### src/rtl/frogger_game_fsm.sv
// frogger_game_fsm: round/score/lives controller for Frogger.
// Watches per-pixel frog and car draw flags for overlap, closes each frame on
// i_Frame_Start, and freezes play for a fixed number of frames after a hit or
// a successful crossing.
// Optional feature: define TIMEOUT_EN to add a per-attempt frame timer. When
// it expires, the frog loses a life exactly as if it had been hit.
//
// state     | meaning
// IDLE      | power-up, waiting for a start press
// RUNNING   | frog may move; collisions and goal row are evaluated per frame
// HIT       | frog was hit (or timed out); frozen for c_HIT_FRAMES frames
// WIN       | frog reached the goal row; frozen for c_WIN_FRAMES frames
// GAME_OVER | no lives left or score limit reached; waiting for start press
module frogger_game_fsm #(
    parameter int c_LIVES       = 3,
    parameter int c_SCORE_LIMIT = 99,
    parameter int c_GOAL_ROW    = 0,
    parameter int c_HIT_FRAMES  = 60,
    parameter int c_WIN_FRAMES  = 30,
    parameter int c_TIME_LIMIT  = 600
) (
    input  logic       i_Clk,
    input  logic       i_Rst_L,
    input  logic       i_Game_Start,
    input  logic       i_Frame_Start,
    input  logic       i_Active_Video,
    input  logic       i_Draw_Frogger,
    input  logic       i_Draw_Car_Any,
    input  logic [5:0] i_Frogger_Y,
    output logic       o_Game_Active,
    output logic       o_Frog_Reset,
    output logic [6:0] o_Score,
    output logic [1:0] o_Lives,
    output logic [2:0] o_State
);

    typedef enum logic [2:0] {
        IDLE      = 3'd0,
        RUNNING   = 3'd1,
        HIT       = 3'd2,
        WIN       = 3'd3,
        GAME_OVER = 3'd4
    } t_state;

    localparam logic [1:0] c_LIVES_INIT = 2'(c_LIVES);
    localparam logic [6:0] c_SCORE_MAX  = 7'(c_SCORE_LIMIT);
    localparam logic [5:0] c_GOAL       = 6'(c_GOAL_ROW);
    localparam logic [5:0] c_HIT_LOAD   = 6'(c_HIT_FRAMES);
    localparam logic [5:0] c_WIN_LOAD   = 6'(c_WIN_FRAMES);

    t_state     r_State;
    t_state     w_Next_State;
    logic       r_Start_Prev;
    logic       r_Coll_Latch;
    logic [5:0] r_Frame_Cnt;
    logic [6:0] r_Score;
    logic [1:0] r_Lives;
    logic       r_Game_Active;
    logic       r_Frog_Reset;

    logic       w_Start_Edge;
    logic       w_Pixel_Hit;
    logic       w_Timeout;
    logic       w_Collision;
    logic       w_Enter_Run;
    logic [5:0] w_Frame_Cnt_Next;
    logic [6:0] w_Score_Next;
    logic [1:0] w_Lives_Next;

    assign w_Start_Edge = i_Game_Start & ~r_Start_Prev;
    assign w_Pixel_Hit  = i_Active_Video & i_Draw_Frogger & i_Draw_Car_Any;
    // A pixel overlap on the frame-start cycle itself still belongs to the closing frame.
    assign w_Collision  = r_Coll_Latch | w_Pixel_Hit | w_Timeout;
    assign w_Enter_Run  = (w_Next_State == RUNNING) && (r_State != RUNNING);

`ifdef TIMEOUT_EN
    localparam logic [9:0] c_TIME_LOAD = 10'(c_TIME_LIMIT);
    logic [9:0] r_Attempt_Cnt;

    assign w_Timeout = (r_State == RUNNING) && i_Frame_Start && (r_Attempt_Cnt == 10'd1);

    // Attempt timer: reloaded on every entry to RUNNING, counts down once per frame.
    always_ff @(posedge i_Clk or negedge i_Rst_L) begin
        if (!i_Rst_L) begin
            r_Attempt_Cnt <= 10'd0;
        end else if (w_Enter_Run) begin
            r_Attempt_Cnt <= c_TIME_LOAD;
        end else if ((r_State == RUNNING) && i_Frame_Start && (r_Attempt_Cnt != 10'd0)) begin
            r_Attempt_Cnt <= r_Attempt_Cnt - 10'd1;
        end
    end
`else
    assign w_Timeout = 1'b0;
`endif

    // State, counters and registered outputs.
    always_ff @(posedge i_Clk or negedge i_Rst_L) begin
        if (!i_Rst_L) begin
            r_State       <= IDLE;
            r_Start_Prev  <= 1'b0;
            r_Frame_Cnt   <= 6'd0;
            r_Score       <= 7'd0;
            r_Lives       <= c_LIVES_INIT;
            r_Game_Active <= 1'b0;
            r_Frog_Reset  <= 1'b0;
        end else begin
            r_State       <= w_Next_State;
            r_Start_Prev  <= i_Game_Start;
            r_Frame_Cnt   <= w_Frame_Cnt_Next;
            r_Score       <= w_Score_Next;
            r_Lives       <= w_Lives_Next;
            r_Game_Active <= (w_Next_State == RUNNING);
            r_Frog_Reset  <= w_Enter_Run;
        end
    end

    // Collision latch: only armed in RUNNING, consumed at every frame start.
    always_ff @(posedge i_Clk or negedge i_Rst_L) begin
        if (!i_Rst_L) begin
            r_Coll_Latch <= 1'b0;
        end else if ((r_State != RUNNING) || i_Frame_Start) begin
            r_Coll_Latch <= 1'b0;
        end else if (w_Pixel_Hit) begin
            r_Coll_Latch <= 1'b1;
        end
    end

    // Next-state, frame down-counter, score and lives update.
    always_comb begin
        w_Next_State     = r_State;
        w_Frame_Cnt_Next = r_Frame_Cnt;
        w_Score_Next     = r_Score;
        w_Lives_Next     = r_Lives;
        case (r_State)
            IDLE, GAME_OVER: begin
                if (w_Start_Edge) begin
                    w_Next_State = RUNNING;
                    w_Score_Next = 7'd0;
                    w_Lives_Next = c_LIVES_INIT;
                end
            end
            RUNNING: begin
                if (i_Frame_Start) begin
                    if (w_Collision) begin
                        w_Next_State     = HIT;
                        w_Frame_Cnt_Next = c_HIT_LOAD;
                        if (r_Lives != 2'd0) begin
                            w_Lives_Next = r_Lives - 2'd1;
                        end
                    end else if (i_Frogger_Y == c_GOAL) begin
                        w_Next_State     = WIN;
                        w_Frame_Cnt_Next = c_WIN_LOAD;
                        if (r_Score < c_SCORE_MAX) begin
                            w_Score_Next = r_Score + 7'd1;
                        end
                    end
                end
            end
            HIT: begin
                if (i_Frame_Start) begin
                    if (r_Frame_Cnt <= 6'd1) begin
                        w_Next_State     = (r_Lives == 2'd0) ? GAME_OVER : RUNNING;
                        w_Frame_Cnt_Next = 6'd0;
                    end else begin
                        w_Frame_Cnt_Next = r_Frame_Cnt - 6'd1;
                    end
                end
            end
            WIN: begin
                if (i_Frame_Start) begin
                    if (r_Frame_Cnt <= 6'd1) begin
                        w_Next_State     = (r_Score == c_SCORE_MAX) ? GAME_OVER : RUNNING;
                        w_Frame_Cnt_Next = 6'd0;
                    end else begin
                        w_Frame_Cnt_Next = r_Frame_Cnt - 6'd1;
                    end
                end
            end
            default: begin
                w_Next_State = IDLE;
            end
        endcase
    end

    assign o_Game_Active = r_Game_Active;
    assign o_Frog_Reset  = r_Frog_Reset;
    assign o_Score       = r_Score;
    assign o_Lives       = r_Lives;
    assign o_State       = r_State;

endmodule

### config.mk
export PLATFORM = sky130hd
export DESIGN_NAME = frogger_game_fsm
export DESIGN_NICKNAME = d
export VERILOG_FILES = /design/src/rtl/frogger_game_fsm.sv
export SDC_FILE = /design/constraint.sdc
export NUM_CORES = 1
export LEC_CHECK = 0
export CAP_MARGIN = 20
export CELL_PAD_IN_SITES_DETAIL_PLACEMENT = 1
export CELL_PAD_IN_SITES_GLOBAL_PLACEMENT = 1
export CORE_MARGIN = 2
export CORE_UTILIZATION = 35
export CTS_BUF_LIST = sky130_fd_sc_hd__clkbuf_8
export DETAILED_ROUTE_END_ITERATION = 6
export GPL_TIMING_DRIVEN = 0
export PLACE_DENSITY = 0.81
export RECOVER_POWER = 25
export SLEW_MARGIN = 20
export SYNTH_ARGS = -nofsm -noshare
export SYNTH_HDL_FRONTEND = slang
export SYNTH_SLANG_ARGS = --single-unit
### constraint.sdc
create_clock -name i_Clk -period 1.7 [get_ports i_Clk]
set_input_delay 0.17 -clock i_Clk [delete_from_list [all_inputs] [get_ports i_Clk]]
set_output_delay 0.17 -clock i_Clk [all_outputs]
set_load 0.02 [all_outputs]
# Yosys cells after proc, flatten, opt, wreduce, memory -nomap -nowiden

Cells that the tools add are included.

Output and inout port bits: 14
Register bits after elaboration: 22
Word-level logic and storage cells: 78

Multiplexer cells: 30
Bitwise logic cells: 5
Eq/ne operators: 16
$lt $le $gt $ge: 2
Reductions and logical operators: 14
Add/subtract/negate cells: 3

Operators by type and width:

| kind                                                | count |
|---|---|
| 2-to-1 mux 7 bit                                    | 5 |
| 2-to-1 mux 3 bit                                    | 10 |
| 2-to-1 mux 6 bit                                    | 5 |
| != test 2 bit, second input constant                | 7 |
| one-hot mux 7 bit (2 select lines)                  | 1 |
| one-hot mux 3 bit (4 select lines)                  | 1 |
| one-hot mux 6 bit (2 select lines)                  | 1 |
| 2-to-1 mux 2 bit                                    | 4 |
| nonzero test 2 bit                                  | 4 |
| adder 7 x 1 -> 7 bit, second input constant         | 1 |
| equality test 7 bit, second input constant          | 1 |
| less-than comparator 7 bit, second input constant   | 1 |
| equality test 3 x 1 -> 1 bit, second input constant | 2 |
| equality test 3 x 2 -> 1 bit, second input constant | 2 |
| <= comparator 6 x 1 -> 1 bit, second input constant | 1 |
| logical NOT 6 bit                                   | 1 |
| AND reduction 6 bit                                 | 1 |
| subtractor 6 x 1 -> 6 bit, second input constant    | 1 |
| AND reduction 5 bit                                 | 1 |
| one-hot mux 2 bit (2 select lines)                  | 1 |
| AND reduction 4 bit                                 | 1 |
| OR reduction 2 bit                                  | 2 |
| AND 1 bit                                           | 3 |
| equality test 3 bit, second input constant          | 1 |
| other kinds (11)                                    | 12 |

# Logic depth before layout (Yosys ltp)

Depth after elaboration: 8
Mapped depth: 6
Depth with buffers taken out: 6

# Worst setup path after synthesis

No wires, ideal clock.

Path kind: register -> register
From: register r_State[1], in the netlist o_State[1]
To: register r_Frame_Cnt[1]
Data required time: 1575 ps
Arrival: 1638 ps
Path slack: -63 ps
Stages on the path, launching flop included: 7
Period minus slack after synthesis: 1763 ps
Setup time: 125 ps
Buffers on the path: 2
Cell sequence: dfrtp_1 -> buf_2 -> nor2b_1 -> buf_2 -> nand2_1 -> o21ai_1 -> mux2_2

Word-level cells in the longest chain between the ends: 4

RTL lines:

| item                                                                          | RTL line | source |
|---|---|---|
| start: declaration                                                            | 51       | `t_state r_State;` |
| start signal: assignment                                                      | 107      | `r_State <= w_Next_State;` |
| equality test 3 x 2 -> 1 bit                                                  | 134      | `case (r_State)` |
| OR reduction 2 bit (no line)                                                  | -        |  |
| != test 2 x 1 -> 1 bit (no line) / nonzero test 2 bit (equally long branches) | -        |  |
| AND reduction 4 bit (no line)                                                 | -        |  |
| end signal: assignment                                                        | 109      | `r_Frame_Cnt <= w_Frame_Cnt_Next;` |
| end: declaration                                                              | 55       | `logic [5:0] r_Frame_Cnt;` |

Parallel ways exist; a longest one is shown, timed or not.
A chain may end at the register's enable or synchronous reset.

# Worst setup path after layout

From: register r_Frame_Cnt[3]
To: register r_Game_Active, in the netlist o_Game_Active

Word-level cells in the longest chain between the ends: 5

RTL lines:

| item                                       | RTL line | source |
|---|---|---|
| <= comparator 6 x 1 -> 1 bit (*)           | 161, 171 |  |
| 2-to-1 mux 3 bit, on equally long branches | 171, 161 |  |
| 2-to-1 mux 3 bit, on equally long branches | 170, 160 |  |
| one-hot mux 3 bit (4 select lines) (*)     | 134      |  |
| net w_Next_State[1]                        | 52       | `t_state w_Next_State;` |
| equality test 3 x 1 -> 1 bit (*)           | 112      | `r_Game_Active <= (w_Next_State == RUNNING);` |
| end signal: assignment                     | 112      |  |
| end: declaration                           | 58       | `logic r_Game_Active;` |

The timed path passes the listed nets; every way through them passes the cells marked *.

==> impl_results.md <==
* Outcome: finished clean
* Int Pwr at 1.46 mW
* Sw Share at between 30% and 40%
* Chip width at between 60 and 70 um
* Reg power frac at between 30% and 40%
* # rows at 22
* Hold Startpoint: i_Game_Start
* Highest clock rate at about 590 MHz
* CTS root buffer: clkbuf_8
* Post-synth top flop: dfrtp_1
* Crit path largest cell delay at about 0.45 ns
* Drt wl/cell at 17.4 um
* Global placer's final weighted congestion at 0.908
* Max_cap viols at 0
* CP Max Fanout at 6
* RSZ-0062 raised after global routing: true
* CTS Buf Count at 3
* Clock Latency Late Sink at around 0.26 ns
* Largest net degree at the start of global routing at 23
* Post-Route WL at around 4000 um
* Die area at 4380 sq um
* Core area at 3690 sq um
* Worst path arrival time at around 1.9 ns
* CP required at about 1.9 ns
* Quantity of I/O buffers inserted on ports at 26
* Worst Path Buf+Inv at 0
* Top cells by area, synth: dfrtp_1 37%, dfstp_2 3.9%, nand2_1 3.9%, ha_1 3.7%, o21ai_0 3.3%
* R2r setup slk at roughly 0.011 ns
* Pleak at between 0.7 and 0.8 nW
* Synthesized area at 1350 sq um
* Most common cell in the netlist: dfrtp_1
* Final period util at about 99%
* Starting density of the core at 36.7%
* Via density at around 5.7
* CTS Hold Bufs at 0
* Startpoint Class: register
* Combinational Power Share at between 40% and 50%
* Synth cell types at 45
* Syn Inst Count at approximately 140
* Synth Net Count at between 150 and 200
* Synth warn at 0
* Crit path max-delay family: compound AO/OA/AOI/OAI gates
* Crit-path slowest cell: dfrtp_2
* Synth area leader: dfrtp_1
* Hold Vio Cnt, Final at 0
* # diodes at 0
* Post-synth EDFFs at 0
* Detailed Route Iter0 Violations at 18
* Post-DP HPWL at approximately 2800 um
* Setup slack at placement at -0.400 ns
* CTS Sinks at 22
* Post-synth ARST share at 100%
* Element type at the critical path end: register
* Final net count at approximately 200
* DR DRC count at 0
* Final slew viol count at 0
* Routed Antenna Nets at 0
* Via Count at ~1300
* GR Util All Layers at between 15 and 20%
* Sequential area share after synthesis at ~40%
* Final Worst Setup Slack at 0.0106 ns
* IR drop worst, VDD at between 0.7 and 0.8 mV
* Max-slew headroom at between 30% and 40%
* I/O pin count at 27
* Worst-path clk slew at about 0.090 ns
* Die Height at around 66 um
* Clk network pwr share at 21.4%
* Initial antenna violation count at 0
* Final clock skew at approximately 0.006 ns
* Total Power at approximately 2.3 mW
* Leading cell types by count after synthesis: 20 x dfrtp_1, 14 x nand2_1, 11 x inv_1
* First-pass GRT wire length at between 6000 and 7000 um
* Slew @ Worst Pin at 1.01 ns
* Max clock buf depth at 2
* Worst Hold Class: input pin to register
* Yosys top cell area share at a little under two fifths
* PwrDens at between 1000 and 1500 nW/um^2
* Final core occ at 52.1%
* Sw Pwr at ~840 uW
* FF+latch count, synth at 22
* Crit Path Class: register to register
* CP cell instances: or3_4, o31a_1, a21o_1, a311oi_2
* Number of global-route vias before repair at roughly 1400
* Final setup fails at 0
* Synth-to-Final Area Change at 42.1%
* Tmin final at 1.69 ns
* Gr ovfl total at 0
* Syn Area/Cell at 9.39 sq um
* CTS HTree Levels at 1
* CTS tree: done
* Launch point of the worst path: r_Frame_Cnt[3]
* First drt pass iteration count at 4
* Layout cells sized above 1 at between 20% and 30%
* FF-to-FF Start: r_Frame_Cnt[3]
[registers in the layout (all words and copies together), names as in the netlist]
| name | flops |
|---|---|
| o_Score | 7 |
| o_Game_Active | 1 |
| r_Frame_Cnt | 6 |
| r_Start_Prev | 1 |
| o_State | 3 |
| r_Coll_Latch | 1 |
| o_Frog_Reset | 1 |
| o_Lives | 2 |
[repair_timing]
action,in CTS,in global routing
gates resized for setup,11,12
buffers inserted,10,2
pin swaps,6,3
hold endpoints to repair,0,0
setup endpoints to repair,9,10
[cells in the final DEF (no fill, tap or decap), types with 3 or more instances in the layout]
master            n
a21oi_1           6
a32o_1            3
buf_4            13
clkbuf_8          3
clkdlybuf4s50_1  24
dfrtp_1          17
dfrtp_2           3
ha_1              3
inv_1            10
mux2i_1           3
nand2_1          14
nand2b_1          5
nand3_1           5
nor2_1            5
nor3_1            3
o21ai_0           9
o31ai_1           4
or4_1             3
[kinds of logic after synthesis]
family	after synthesis	share of synthesized area, %
and+or+nand+nor	56	25.1
DFF	22	40.9
AOI/OAI and AO/OA	44	23.2
buffers and inverters	14	4.07
muxes	4	3.05
adders and majority gates	4	3.70
[power by group through the flow]
stage | registers, mW | clock network (mW) | logic, mW
floorplan | 0.817 | 0 | 0.476
global route | 0.797 | 0.519 | 1.13
global placement | 0.770 | 0 | 0.782
CTS | 0.762 | 0.505 | 0.953
detailed placement | 0.780 | 0 | 0.816
finish | 0.773 | 0.492 | 1.03
[cell type report]
cell class              instances  area (sq um)
plain buffers                   3          23.8
inverters                      11          41.3
well taps                      48          60.1
multi-input cells             108           818
fillers                       437          1770
flip-flops and latches         22           557
repair buffers                 38           350
clock inverters                 1          30.0
clock buffers                   3          41.3
[metrics by stage]
| step | instances | cell area, sq um | setup TNS (ns) | hold slack, ns |
|---|---|---|---|---|
| detailed placement | 218 | 1680 | -3.24 | 0.522 |
| global placement | 218 | 1680 | -2.34 | 0.489 |
| finish | 234 | 1920 | 0 | 0.482 |
| global route | 234 | 1920 | -0.0637 | 0.491 |
| floorplan | 144 | 1360 | 0 | -0.126 |
| CTS | 232 | 1850 | -0.00101 | 0.360 |
[layer usage]
layer	share of wire [%]	wire [um]	track usage, %	vias to the layer above
met5	0	0	0	-
met4	2.0	82	3.57	0
met3	2.7	111	3.75	8
met2	54	2200	37.9	24
met1	41	1670	22.2	682
li1	-	-	-	624
[final timing paths]
check                                  to  cells past startpoint
max                         o_Game_Active                      4
min                          r_Start_Prev                      1
max reg2reg                 o_Game_Active                      4
min reg2reg                    o_Lives[0]                      2
max in group asynchronous  r_Frame_Cnt[3]                      1
min in group asynchronous      o_Score[1]                      1
Note: power is estimated with default switching activity, not from simulation.
